**src/rtl/dot_product_accumulator_if.sv**
```systemverilog
// Handshake and data bundle between the multiply stage, the dot-product
// accumulator and the next layer stage.
// master: drives commands and products and consumes the result.
// slave: the accumulator side.
interface dot_product_accumulator_if #(
    parameter int PROD_W = 16,
    parameter int ACC_W  = 32,
    parameter int LEN_W  = 8
);
    logic              start;
    logic [LEN_W-1:0]  cfg_len;
    logic              prod_valid;
    logic [PROD_W-1:0] prod_data;
    logic              prod_skipped;
    logic              out_ready;
    logic              out_valid;
    logic [ACC_W-1:0]  out_data;
    logic [LEN_W-1:0]  out_skip_count;
    logic              out_overflow;
    logic              busy;

    modport master (
        output start, cfg_len, prod_valid, prod_data, prod_skipped, out_ready,
        input  out_valid, out_data, out_skip_count, out_overflow, busy
    );

    modport slave (
        input  start, cfg_len, prod_valid, prod_data, prod_skipped, out_ready,
        output out_valid, out_data, out_skip_count, out_overflow, busy
    );
endinterface

```
**src/rtl/dot_product_accumulator.sv**
```systemverilog
// Dot-product accumulator: sums cfg_len signed products from the multiply
// stage, counts zero-skipped elements and holds the result behind a
// valid/ready output.
// Build option: define ACC_SATURATE_EN to clamp the accumulator on signed
// overflow instead of wrapping. out_overflow behaves the same either way.
//
// state   | meaning
// --------+-------------------------------------------------------------
// S_IDLE  | waiting for start with a non-zero cfg_len
// S_ACCUM | accepting products until the programmed count is consumed
// S_HOLD  | result presented on out_*; waits for out_ready
module dot_product_accumulator #(
    parameter int PROD_W = 16,
    parameter int ACC_W  = 32,
    parameter int LEN_W  = 8
) (
    input  logic                     clk,
    input  logic                     rst,
    dot_product_accumulator_if.slave bus
);

    typedef enum logic [1:0] {
        S_IDLE  = 2'd0,
        S_ACCUM = 2'd1,
        S_HOLD  = 2'd2
    } state_t;

    localparam logic signed [ACC_W-1:0] ACC_MAX = {1'b0, {(ACC_W-1){1'b1}}};
    localparam logic signed [ACC_W-1:0] ACC_MIN = {1'b1, {(ACC_W-1){1'b0}}};

    state_t                   state_q, state_d;
    logic signed [ACC_W-1:0]  acc_q, acc_d;
    logic [LEN_W-1:0]         rem_q, rem_d;
    logic [LEN_W-1:0]         skip_q, skip_d;
    logic                     ovf_q, ovf_d;

    logic signed [ACC_W-1:0]  addend;
    logic signed [ACC_W-1:0]  sum;
    logic                     add_ovf;

    // Candidate sum for the current product; skipped elements contribute zero.
    always_comb begin
        addend  = bus.prod_skipped ? '0 : ACC_W'($signed(bus.prod_data));
        sum     = acc_q + addend;
        add_ovf = (acc_q[ACC_W-1] == addend[ACC_W-1]) &&
                  (sum[ACC_W-1] != acc_q[ACC_W-1]);
    end

    // Next-state and datapath update.
    always_comb begin
        state_d = state_q;
        acc_d   = acc_q;
        rem_d   = rem_q;
        skip_d  = skip_q;
        ovf_d   = ovf_q;

        case (state_q)
            S_IDLE: begin
                if (bus.start && (bus.cfg_len != '0)) begin
                    state_d = S_ACCUM;
                    rem_d   = bus.cfg_len;
                    acc_d   = '0;
                    skip_d  = '0;
                    ovf_d   = 1'b0;
                end
            end

            S_ACCUM: begin
                if (bus.prod_valid) begin
                    if (bus.prod_skipped && (skip_q != '1)) begin
                        skip_d = skip_q + LEN_W'(1);
                    end
                    if (add_ovf) begin
                        ovf_d = 1'b1;
`ifdef ACC_SATURATE_EN
                        acc_d = addend[ACC_W-1] ? ACC_MIN : ACC_MAX;
`else
                        acc_d = sum;
`endif
                    end else begin
                        acc_d = sum;
                    end
                    rem_d = rem_q - LEN_W'(1);
                    if (rem_q == LEN_W'(1)) begin
                        state_d = S_HOLD;
                    end
                end
            end

            S_HOLD: begin
                if (bus.out_ready) begin
                    state_d = S_IDLE;
                end
            end

            default: begin
                state_d = S_IDLE;
            end
        endcase
    end

    // State and datapath registers.
    always_ff @(posedge clk or posedge rst) begin
        if (rst) begin
            state_q <= S_IDLE;
            acc_q   <= '0;
            rem_q   <= '0;
            skip_q  <= '0;
            ovf_q   <= 1'b0;
        end else begin
            state_q <= state_d;
            acc_q   <= acc_d;
            rem_q   <= rem_d;
            skip_q  <= skip_d;
            ovf_q   <= ovf_d;
        end
    end

    assign bus.out_valid      = (state_q == S_HOLD);
    assign bus.busy           = (state_q != S_IDLE);
    assign bus.out_data       = acc_q;
    assign bus.out_skip_count = skip_q;
    assign bus.out_overflow   = ovf_q;

endmodule

```
**src/flat_wrapper.sv**
```systemverilog
// flat-port wrapper written by rule: the top's interface ports become plain ports
module dot_product_accumulator_flat 
#(
    parameter int PROD_W = 16,
    parameter int ACC_W  = 32,
    parameter int LEN_W  = 8
)
  (clk, rst, bus_start, bus_cfg_len, bus_prod_valid, bus_prod_data, bus_prod_skipped, bus_out_ready, bus_out_valid, bus_out_data, bus_out_skip_count, bus_out_overflow, bus_busy);
  dot_product_accumulator_if #(.PROD_W(PROD_W), .ACC_W(ACC_W), .LEN_W(LEN_W)) bus_i ();
  input  logic clk;
  input  logic rst;
  input wire logic [$bits(bus_i.start)-1:0] bus_start;
  input wire logic [$bits(bus_i.cfg_len)-1:0] bus_cfg_len;
  input wire logic [$bits(bus_i.prod_valid)-1:0] bus_prod_valid;
  input wire logic [$bits(bus_i.prod_data)-1:0] bus_prod_data;
  input wire logic [$bits(bus_i.prod_skipped)-1:0] bus_prod_skipped;
  input wire logic [$bits(bus_i.out_ready)-1:0] bus_out_ready;
  output wire logic [$bits(bus_i.out_valid)-1:0] bus_out_valid;
  output wire logic [$bits(bus_i.out_data)-1:0] bus_out_data;
  output wire logic [$bits(bus_i.out_skip_count)-1:0] bus_out_skip_count;
  output wire logic [$bits(bus_i.out_overflow)-1:0] bus_out_overflow;
  output wire logic [$bits(bus_i.busy)-1:0] bus_busy;
  assign bus_i.start = bus_start;
  assign bus_i.cfg_len = bus_cfg_len;
  assign bus_i.prod_valid = bus_prod_valid;
  assign bus_i.prod_data = bus_prod_data;
  assign bus_i.prod_skipped = bus_prod_skipped;
  assign bus_i.out_ready = bus_out_ready;
  assign bus_out_valid = bus_i.out_valid;
  assign bus_out_data = bus_i.out_data;
  assign bus_out_skip_count = bus_i.out_skip_count;
  assign bus_out_overflow = bus_i.out_overflow;
  assign bus_busy = bus_i.busy;
  dot_product_accumulator #(.PROD_W(PROD_W), .ACC_W(ACC_W), .LEN_W(LEN_W)) u_core (.clk(clk), .rst(rst), .bus(bus_i));
endmodule
```
**config.mk**
```make
export PLATFORM = sky130hd
export DESIGN_NAME = dot_product_accumulator_flat
export DESIGN_NICKNAME = d
export VERILOG_FILES = /design/src/rtl/dot_product_accumulator_if.sv /design/src/rtl/dot_product_accumulator.sv /design/src/flat_wrapper.sv
export SDC_FILE = /design/constraint.sdc
export NUM_CORES = 1
export LEC_CHECK = 0
export ABC_CLOCK_PERIOD_IN_PS = 2900
export BUFFER_PORTS_ARGS = -buffer_cell sky130_fd_sc_hd__buf_2
export CAP_MARGIN = 5
export CORE_ASPECT_RATIO = 1.2
export CORE_MARGIN = 2
export CORE_UTILIZATION = 55
export CTS_CLUSTER_DIAMETER = 200
export DETAILED_ROUTE_END_ITERATION = 8
export PLACE_DENSITY = 0.75
export SLEW_MARGIN = 20
export SYNTH_ARGS = -nofsm -noshare
export SYNTH_HDL_FRONTEND = slang
export SYNTH_SLANG_ARGS = --single-unit
```
**constraint.sdc**
```tcl
create_clock -name clk -period 2.9 [get_ports clk]
set_input_delay 0.145 -clock clk [delete_from_list [all_inputs] [get_ports clk]]
set_output_delay 0.145 -clock clk [all_outputs]
set_load 0.005 [all_outputs]
```
After elaboration in Yosys (flattened, before gate mapping)

Cells that the tools add are included.

Add/subtract/negate cells: 3
Multiply operators: 0
Divide/modulo/power cells: 0
$lt $le $gt $ge: 0
Equal/unequal tests: 12
Shifts and indexed selects: 0
Muxes and demuxes: 20
Bitwise gates (word level): 0
Reductions and logical operators: 11

Operators by type and width:

| cell                                                                   | number |
|---|---|
| 32-bit two-way mux                                                     | 3 |
| 32-bit case mux with 2 select lines                                    | 1 |
| 8-bit two-way mux                                                      | 5 |
| 32-bit adder                                                           | 1 |
| 8-bit case mux with 2 select lines                                     | 2 |
| 4-bit AND reduction                                                    | 3 |
| 8-bit by 1-bit adder with 8-bit output (second input constant)         | 1 |
| 8-bit by 1-bit equality test with 1-bit output (second input constant) | 1 |
| 2-bit two-way mux                                                      | 4 |
| 2-bit by 1-bit != test with 1-bit output (second input constant)       | 4 |
| 8-bit != test (second input constant)                                  | 1 |
| 8-bit nonzero test                                                     | 1 |
| 8-bit by 1-bit subtractor with 8-bit output (second input constant)    | 1 |
| 2-bit case mux with 3 select lines                                     | 1 |
| 2-bit != test (second input constant)                                  | 2 |
| 2-bit nonzero test                                                     | 2 |
| 1-bit logical AND                                                      | 3 |
| 1-bit two-way mux                                                      | 3 |
| 3-bit AND reduction                                                    | 1 |
| 2-bit by 1-bit equality test with 1-bit output (second input constant) | 1 |
| 2-bit equality test (second input constant)                            | 1 |
| 2-bit zero test                                                        | 1 |
| 1-bit case mux with 2 select lines                                     | 1 |
| 1-bit equality test                                                    | 1 |
| 1-bit != test                                                          | 1 |

Bits in registers: 51
Latch bits: 0
Memory bits (writable): 0
Bits in read-only memories: 0
Logic and storage cells: 51
Memories kept: 0

Longest topological paths before layout

Depth after elaboration: 7
Depth in mapped cells: 15
Mapped depth without buffers: 11

Least setup slack after synthesis

OpenSTA, ideal clock, no wires.

Kind: input -> register
Start point: input port bus_prod_skipped
End point: register u_core.acc_q[31], in the netlist u_core.bus.out_data[31]
Arrival: 2.806 ns
Path slack: 0.025 ns
Stages on the path: 15
Path buffers: 4
Path through: nand2b_4 -> inv_4 -> buf_6 -> clkbuf_1 -> buf_4 -> ha_1 -> clkbuf_1 -> a21o_2 -> nand2_1 -> a21oi_1 -> a211o_1 -> a41o_2 -> a21o_2 -> a221o_1 -> nand3_1

Word-level cells in the longest chain between the ends: 4

Ends and longest elaborated chain:

| what                                | line                           | RTL |
|---|---|---|
| start, declared                     | flat_wrapper.sv:16             | `input wire logic [$bits(bus_i.prod_skipped)-1:0] bus_prod_skipped;` |
| 32-bit two-way mux                  | dot_product_accumulator.sv:43  | `addend = bus.prod_skipped ? '0 : ACC_W'($signed(bus.prod_data));` |
| 32-bit adder                        | dot_product_accumulator.sv:44  | `sum = acc_q + addend;` |
| 32-bit two-way mux                  | dot_product_accumulator.sv:69  | `if (bus.prod_valid) begin` |
| 32-bit case mux with 2 select lines | dot_product_accumulator.sv:57  | `case (state_q)` |
| end signal, assigned                | dot_product_accumulator.sv:106 | `acc_q <= '0;` |
| end signal, assigned                | dot_product_accumulator.sv:112 | `acc_q <= acc_d;` |
| end, declared                       | dot_product_accumulator.sv:32  | `logic signed [ACC_W-1:0] acc_q, acc_d;` |

No other way between the ends. The select of a mux whose other input is x is not followed.
A chain may end at the register's enable or synchronous reset.

Final worst setup path

Start point: register u_core.acc_q[14], in the netlist u_core.bus.out_data[14]
End point: register u_core.acc_q[31], in the netlist u_core.bus.out_data[31]

Word-level cells in the longest chain between the ends: 3

Ends and longest elaborated chain:

| what                                | line |
|---|---|
| 32-bit adder                        | dot_product_accumulator.sv:44 |
| 32-bit two-way mux                  | dot_product_accumulator.sv:69 |
| 32-bit case mux with 2 select lines | dot_product_accumulator.sv:57 |

No other way between the ends. The select of a mux whose other input is x is not followed.

==> impl_metrics.toml <==
[status]
status = "complete, no violations"

[min_path]
hp-class = "input pin to flip-flop"

[cts]
cts_tree = "done"
cts_buffers = 5
numClockSinks = 51
post-cts-setup-buffer-count = 0
clockBufferDepth = 2
clk_pin_slew_ns = 0.11
clkLatencyLatePin_ns = 0.32
cts-htree-levels = 2
cts-root-buf = "clkbuf_8"

[setup_path]
crit_path_cell_trace = "ha_1, a21oi_2, o21ai_0, a41o_2, a211o_1, a41o_2, a21o_2, a221o_1, nand3_1"
path_delay_family = "compound AO/OA/AOI/OAI gates"
slowest_delay_ns = 0.43
crit_path_frequent_cell = "a41o_2"
r2r_end = "u_core.bus.out_data[31]"
critPathSlowestCell = "dfrtp_1"
critPathLaunch = "u_core.bus.out_data[14]"
rr_startpoint = "u_core.bus.out_data[14]"
critPathKind = "flip-flop to flip-flop"
required_ns = 3.16
crit_arrival_ns = 3.06
reg2reg_setup_slack_ns = 0.10
crit_fanout = 7
crit_end = "u_core.bus.out_data[31]"
end_kind = "flip-flop"
reg2reg_depth = 9
start_kind = "flip-flop"
critPathBufInv = 0
path_depth = 9

[cells_and_area]
final_area_um2 = 5110
final_common_cell = "nand2_1"
final_cell_mix = "nand2_1 (75), buf_2 (72), o21ai_0 (57)"
layout-drive-gt1-share_pct = 20.2
nFillCells = 689
finish.utilization_pct = 65.9
final_nets = 700
area_delta_synth_final_pct = 15.4
instances_no_fill = 736
antennaDiodeCount = 0

[floorplanning]
start_util_pct = 57.1
dieArea_um2 = 8790
pin_count = 73
dieWidth_um = 85.9
fp.coreArea_um2 = 7750
fp.dieH_um = 102
rows = 35

[sta]
hold_ws_ns = 0.0572
setup_violations = 0
rsz0062_at_grt = "no"
fin_skew_ns = 0.00626
fin_crit_ns = 2.80
max_clock_freq_mhz = 358
drv_slew = 0
slew_headroom_pct = 59.0
hold_viol = 0
worst_slew_pin_slew_ns = 0.615
fin_crit_sh_pct = 96.4

[logic_synthesis]
yosysSeqAreaShare_pct = 28.8
syn_nets = 625
synth_ff_type = "dfrtp_1"
ys_warn_count = 0
async_flop_share_pct = 100
syn_avg_cell_area_um2 = 7.80
synth_cells = 568
synth_edf_count = 0
synth_area_um2 = 4430
ys_seq_elements = 51
ys_types = 69

[global_route]
grt_max_degree = 36
grt_use_total_pct = 27.3
antenna_found_initial = 0
grt_overflow = 0
grt_pass1_vias = 4248
grt_pass1_wl_um = 19500

[drt]
first_pass_iters = 6
vias = 4460
antenna_left = 0
wl_um = 11800
drc = 0
wire_per_inst_um = 16.0
viasPerCell = 6.06
drt_iter0_drc = 210

[placed_design]
hpwl_um = 8820
port-buffer-count = 72
dp.cells = 727
gp_congestion = 0.896
dpl_cell_area_um2 = 4990

[pwr]
vdd_drop_max_mv = 0.482
p_leak_nw = 2.43
power.density_nw_per_um2 = 883

[run]
cap_violations = 0
## area by class of cell
class / count / area (um2) / share of cell area [%]
clock buffers: 5 / 68.8 / 1.35
inverters: 20 / 77.6 / 1.52
well taps: 92 / 115 / 2.25
multi-input cells: 463 / 2940 / 57.5
flip-flops and latches: 51 / 1280 / 25.0
clock inverters: 3 / 31.3 / 0.612
repair buffers: 102 / 601 / 11.8
## sequential cells by signal, summed over array words and instances (netlist names)
| signal | cells |
|---|---|
| u_core.state_q | 2 |
| u_core.rem_q | 8 |
| u_core.bus.out_skip_count | 8 |
| u_core.bus.out_data | 32 |
| u_core.bus.out_overflow | 1 |
## layer usage
metal / GRT usage [%] / vias up / share of wire [%]
met5: 0 / - / 0
met4: 12.2 / 0 / 2.7
met3: 3.31 / 36 / 4.4
met2: 47.8 / 149 / 49
met1: 33.7 / 2081 / 43
li1: - / 2194 / -
## cells by family after synthesis
kind of cell | count (synthesis) | share of synthesized area, %
AO/OA/AOI/OAI | 182 | 26.3
XOR/XNOR | 31 | 6.13
adder cells (fa/ha/maj) | 31 | 8.70
buffers and inverters | 54 | 5.11
flip-flops | 51 | 28.8
multiplexers | 6 | 1.38
AND/OR/NAND/NOR | 213 | 23.5
## worst min path at each step
| stage | start | endpoint | slack (ns) | cells after the start |
|---|---|---|---|---|
| 2_1_floorplan | bus_out_ready | u_core.state_q[1] | 0.31 | 2 |
| 3_3_place_gp | rst | u_core.bus.out_data[6] | 0.15 | 2 |
| 3_5_place_dp | rst | u_core.bus.out_data[6] | 0.15 | 2 |
| 4_1_cts | bus_out_ready | u_core.state_q[1] | 0.05 | 3 |
| 5_1_grt | bus_out_ready | u_core.state_q[1] | 0.07 | 3 |
| 6_report | bus_out_ready | u_core.state_q[1] | 0.06 | 3 |
## cell usage after synthesis (all sizes together), types with 6 or more instances
cell type	instances	share of area [%]
xor2	13	2.6
o21ai	61	7.0
ha	26	7.3
nor2b	16	2.3
o211ai	8	1.4
inv	20	1.8
xnor2	18	3.6
dfrtp	51	29
nand3	35	4.0
clkbuf	25	2.2
nor3	11	1.2
buf	9	1.2
a211oi	6	1.0
nand2	75	6.4
a21oi	49	5.6
nand4	8	1.1
nor2	35	3.0
a21o	11	1.9
nand2b	8	1.3
and3	6	0.85
## where the power goes
group          internal [mW]  leakage (nW)  total [mW]  switching [mW]
Combinational           1.15          1.75        2.66            1.51
Sequential              1.01         0.632        1.36           0.350
Clock                  0.186        0.0526       0.484           0.298
Total                   2.35          2.43        4.51            2.16
## stage by stage
stage          setup slack [ns]  total power, mW  setup TNS [ns]
6_report                  0.103             4.51               0
5_1_grt                 0.00685             4.92               0
4_1_cts                  0.0314             4.50               0
3_5_place_dp            -0.0715             4.01         -0.0819
3_3_place_gp             0.0485             3.92               0
2_1_floorplan            0.0247             3.12               0
## worst reg2reg max path, cell delays in order, from the launching register on
cell	delay [ns]
dfrtp_1	0.43
ha_1	0.42
a21oi_2	0.22
o21ai_0	0.15
a41o_2	0.32
a211o_1	0.27
a41o_2	0.33
a21o_2	0.22
a221o_1	0.32
nand3_1	0.07
## repair_timing
action	CTS	global route
endpoints found under the hold margin	16	0
hold buffers	1	0
endpoints found under the setup margin	1	4
resized for setup	1	2
(Power assumes the default switching activity.)
